## src/rtl/mont_final_sub_ctrl.sv

```systemverilog
// Limb-serial Montgomery final conditional subtraction: y = (T >= M) ? T - M : T.
// Optional macro MFS_PIPE_ACCEPT_EN lets DONE accept new operands while retiring a result.
module mont_final_sub_ctrl #(
  parameter int NBITS = 256,
  parameter int LIMB  = 64
) (
  input  logic             clk,
  input  logic             rst_n,
  input  logic             in_valid,
  output logic             in_ready,
  input  logic [NBITS-1:0] t,
  input  logic [NBITS-1:0] m,
  output logic             out_valid,
  input  logic             out_ready,
  output logic [NBITS-1:0] y,
  output logic             subtracted
);

  localparam int NLIMBS = NBITS / LIMB;
  localparam int CW     = (NLIMBS > 1) ? $clog2(NLIMBS) : 1;

  typedef enum logic [1:0] {IDLE, SUB, DONE} state_t;

  state_t            state, state_next;
  logic [CW-1:0]     cnt;
  logic              borrow;
  logic [NBITS-1:0]  t_reg, m_reg, diff;
  logic [LIMB-1:0]   t_limb, m_limb, d;
  logic              borrow_n;
  logic [NBITS-1:0]  diff_next;
  logic              last;
  logic              accept;

  // Select the current limb and merge its difference into the running result.
  always_comb begin
    t_limb    = '0;
    m_limb    = '0;
    diff_next = diff;
    for (int i = 0; i < NLIMBS; i++) begin
      if (CW'(i) == cnt) begin
        t_limb = t_reg[i*LIMB +: LIMB];
        m_limb = m_reg[i*LIMB +: LIMB];
        diff_next[i*LIMB +: LIMB] = d;
      end
    end
  end

  assign {borrow_n, d} = {1'b0, t_limb} - {1'b0, m_limb} - {{LIMB{1'b0}}, borrow};
  assign last          = (cnt == CW'(NLIMBS - 1));
  assign accept        = in_valid & in_ready;

  always_ff @(posedge clk or negedge rst_n) begin
    if (!rst_n) state <= IDLE;
    else        state <= state_next;
  end

  always_comb begin
    state_next = state;
    in_ready   = 1'b0;
    case (state)
      IDLE: begin
        in_ready = 1'b1;
        if (in_valid) state_next = SUB;
      end
      SUB: begin
        if (last) state_next = DONE;
      end
      DONE: begin
`ifdef MFS_PIPE_ACCEPT_EN
        in_ready = out_ready;
        if (out_ready) state_next = in_valid ? SUB : IDLE;
`else
        if (out_ready) state_next = IDLE;
`endif
      end
      default: state_next = IDLE;
    endcase
  end

  // The final borrow decides between the raw T and the accumulated difference.
  always_ff @(posedge clk or negedge rst_n) begin
    if (!rst_n) begin
      cnt        <= '0;
      borrow     <= 1'b0;
      t_reg      <= '0;
      m_reg      <= '0;
      diff       <= '0;
      y          <= '0;
      subtracted <= 1'b0;
      out_valid  <= 1'b0;
    end else begin
      if (state == DONE && out_ready) out_valid <= 1'b0;
      if (accept) begin
        t_reg  <= t;
        m_reg  <= m;
        cnt    <= '0;
        borrow <= 1'b0;
      end
      if (state == SUB) begin
        diff   <= diff_next;
        borrow <= borrow_n;
        cnt    <= last ? '0 : cnt + 1'b1;
        if (last) begin
          y          <= borrow_n ? t_reg : diff_next;
          subtracted <= ~borrow_n;
          out_valid  <= 1'b1;
        end
      end
    end
  end

endmodule
```

## config.mk

```make
export PLATFORM = sky130hd
export DESIGN_NAME = mont_final_sub_ctrl
export DESIGN_NICKNAME = d
export VERILOG_FILES = /design/src/rtl/mont_final_sub_ctrl.sv
export SDC_FILE = /design/constraint.sdc
export NUM_CORES = 2
export LEC_CHECK = 0
export BUFFER_PORTS_ARGS = -buffer_cell sky130_fd_sc_hd__buf_4
export CORE_ASPECT_RATIO = 0.8
export CORE_MARGIN = 1
export CORE_UTILIZATION = 40
export DETAILED_ROUTE_END_ITERATION = 7
export GPL_TIMING_DRIVEN = 0
export PLACE_DENSITY = 0.71
export SLEW_MARGIN = 20
export SYNTH_ARGS = -nofsm -noshare
export SYNTH_HDL_FRONTEND = slang
export SYNTH_SLANG_ARGS = --single-unit
```

## constraint.sdc

```tcl
create_clock -name clk -period 5.9 [get_ports clk]
set_clock_uncertainty 0.2 [all_clocks]
set_input_delay 0 -clock clk [delete_from_list [all_inputs] [get_ports clk]]
set_output_delay 0 -clock clk [all_outputs]
set_load 0.01 [all_outputs]
```

==> out/metrics.yaml <==
outcome: "finished with violations"
cp-start-kind: "flop"
async_flop_share_pct: 100
synth-seq-cells: 967
dp_slack_ns: -3.03
place_congestion: 1.04
finalCritPeriodShare_pct: 104
dp_hpwl_um: 212000
numCtsBuffers: 102
clock_sinks: 967
grt_pass1_vias: 57500
cts_tree: "yes"
antenna_found_initial: 29
path_max_fanout: 10
crit_type: "flop to flop"
avgSynthCellArea_um2: 8.11
fmax_mhz: 163
critPathSlowestCell: "a2111oi_0"
clock_latency_ns: 0.78
hold_path_class: "input port to flop"
clk_pin_slew_worst_paths_ns: 0.07
nets: 8823
synth-edff-count: 0
drt_wl_total_um: 300000
rows: 115
yosys_warnings: 0
min_period_ns: 6.13
placed_cell_area_mm2: 0.0583
whs_ns: 0.0858
violations: "negative setup slack"
cp.arrival_ns: 6.57
cpPeakStageDelay_ns: 0.45
dieArea_mm2: 0.127
grt_use_total_pct: 45.8
slew_headroom_pct: 11.2
drtPass1Iterations: 7
cts_root_buf: "clkbuf_16"
synth_flop_cell: "dfrtp_1"
synthToLayoutAreaGrowth_pct: 55.1
vias: 59500
first_iter_violations: 8003
setup_viol: 255
netlist_instances: 6167
tightest_slew_ns: 1.33
finalInstanceArea_mm2: 0.0776
syn_area_mm2: 0.0500
required_ns: 6.34
start_util_pct: 40.5
gr-total-overflow: 0
grt_pass1_wl_um: 415000
wl_per_cell_um: 30.3
die_h_um: 318
hold_viol: 0
drcViolationCount: 0
crit_path_end_kind: "flop"
synth.net_count: 6813
port-buffer-count: 774
yosysUniqueCellTypes: 84
ys_seq_area_share_pct: 48.4
max_cap_violations: 0
fp.dieW_um: 397
core_mm2: 0.123
rsz0062_at_grt: "true"
fin_ws_ns: -0.230
ctsLongestPathBuffers: 3
htreeDepth: 3
grt_max_degree: 149
num_io_pins: 775
tns_ns: -28.27
avgViaCountPerCell: 6.00
slew_viol_final: 0
ant_nets: 0
n_fill_cell: 10200
drive_above_1_share_pct: 22.0
## layer usage
metal / part of all wire, % / routed length (um) / global-route usage [%] / vias up
li1: - / - / - / 24500
met1: 37 / 111000 / 57.6 / 29000
met2: 42 / 125000 / 66.4 / 4626
met3: 14 / 41900 / 17.6 / 1281
met4: 7.4 / 22200 / 26.8 / 24
met5: 0.059 / 177 / 0.228 / -
## layout by cell type, fill, tap and decap left out, types with 30 or more instances in the layout
master         count
a211oi_1          50
a21oi_1          286
a21oi_2          117
a21oi_4           31
and3_1           132
buf_12            31
buf_4            872
buf_6             36
clkbuf_1         242
clkbuf_16        123
clkbuf_2          48
clkbuf_4          32
clkbuf_8          48
dfrtp_1          966
dlygate4sd3_1   1033
ha_1              89
inv_1            149
mux2_2            35
mux2i_1           44
nand2_1         2052
nand3_1          274
nor2_1           380
nor2_2            30
nor2b_1           65
nor3_1            97
o21ai_0          224
o31ai_1           58
xnor2_1           30
## repair_timing
action / in CTS / in global routing
endpoints found under the hold margin: 1216 / 0
resized for setup: 710 / 410
pin swaps: 66 / 106
setup endpoints to repair: 441 / 308
buffers inserted: 57 / 42
hold buffers: 1034 / 0
cloned: 7 / 7
## worst max-delay path: cells and delay by family, from the launching register on
family          cells  cell delay (ns)
compound gates      8             1.80
buf+inv            10             1.56
simple gates        7             1.18
fa+ha+maj           3             0.61
flops               1             0.40
xor+xnor            1             0.18
## worst paths after layout
kind                                  startpoint                endpoint  slack, ns  depth (start not counted)
max in group asynchronous                  rst_n  m_reg[244]$_DFFE_PN0P_       3.64                          5
min reg2reg                m_reg[50]$_DFFE_PN0P_   m_reg[50]$_DFFE_PN0P_       0.27                          2
min                                    out_ready     out_valid$_DFF_PN0_       0.09                          5
max                           cnt[1]$_DFFE_PN0P_      y[157]$_DFFE_PN0P_      -0.23                         29
max reg2reg                   cnt[1]$_DFFE_PN0P_      y[157]$_DFFE_PN0P_      -0.23                         29
min in group asynchronous                  rst_n    diff[98]$_DFFE_PN0P_       0.36                          4
## cell type report
class | instances | area, um2 | share of cell area [%]
clock buffer | 159 | 3130 | 4.03
antenna | 18 | 45.0 | 0.0580
tap | 1638 | 2050 | 2.64
clock inverter | 27 | 329 | 0.424
buffer | 441 | 3080 | 3.97
multi-input combinational | 4578 | 26500 | 34.1
timing repair buffer | 1930 | 17700 | 22.8
inverter | 157 | 594 | 0.766
sequential | 967 | 24200 | 31.2
## cells by family after synthesis
family	Yosys count	share of synthesized area (%)
flops	967	48.4
fa+ha+maj	130	3.28
buf+inv	623	5.21
simple gates	3180	26.5
compound gates	1089	13.2
xor+xnor	92	1.66
mux	86	1.81
## metrics by stage
step,instances,utilization [%]
3_3_place_gp,8579,46.9
3_5_place_dp,8590,47.2
2_1_floorplan,6167,-
6_report,9915,62.9
4_1_cts,9853,61.1
5_1_grt,9903,62.8
## synthesized netlist by cell type, types with 12 or more instances
| cell | number | area [um2] |
|---|---|---|
| o21bai_1 | 16 | 120 |
| buf_4 | 12 | 90.1 |
| and2_1 | 16 | 100 |
| mux2_2 | 35 | 394 |
| nor3_1 | 110 | 551 |
| nand3_1 | 280 | 1400 |
| mux2i_1 | 51 | 510 |
| a21oi_1 | 434 | 2170 |
| o21ai_0 | 292 | 1460 |
| a2111oi_0 | 16 | 140 |
| a21o_1 | 16 | 120 |
| clkbuf_1 | 353 | 1330 |
| o2111ai_1 | 12 | 105 |
| nor2_1 | 424 | 1590 |
| o21a_1 | 14 | 105 |
| xor2_1 | 41 | 359 |
| a211oi_1 | 103 | 773 |
| xnor2_1 | 49 | 429 |
| and3_1 | 140 | 876 |
| ha_1 | 128 | 1600 |
| buf_1 | 35 | 131 |
| nand2_1 | 2060 | 7730 |
| or3_1 | 20 | 125 |
| inv_1 | 156 | 586 |
| o31ai_1 | 76 | 571 |
| nand4_1 | 25 | 156 |
| dfrtp_1 | 967 | 24200 |
| buf_2 | 47 | 235 |
| o211ai_1 | 29 | 218 |
| nor2b_1 | 65 | 407 |
Power is left out: the tool's default activity adds up to more than one toggle a clock period on the data nets, which glitch-free logic cannot reach.
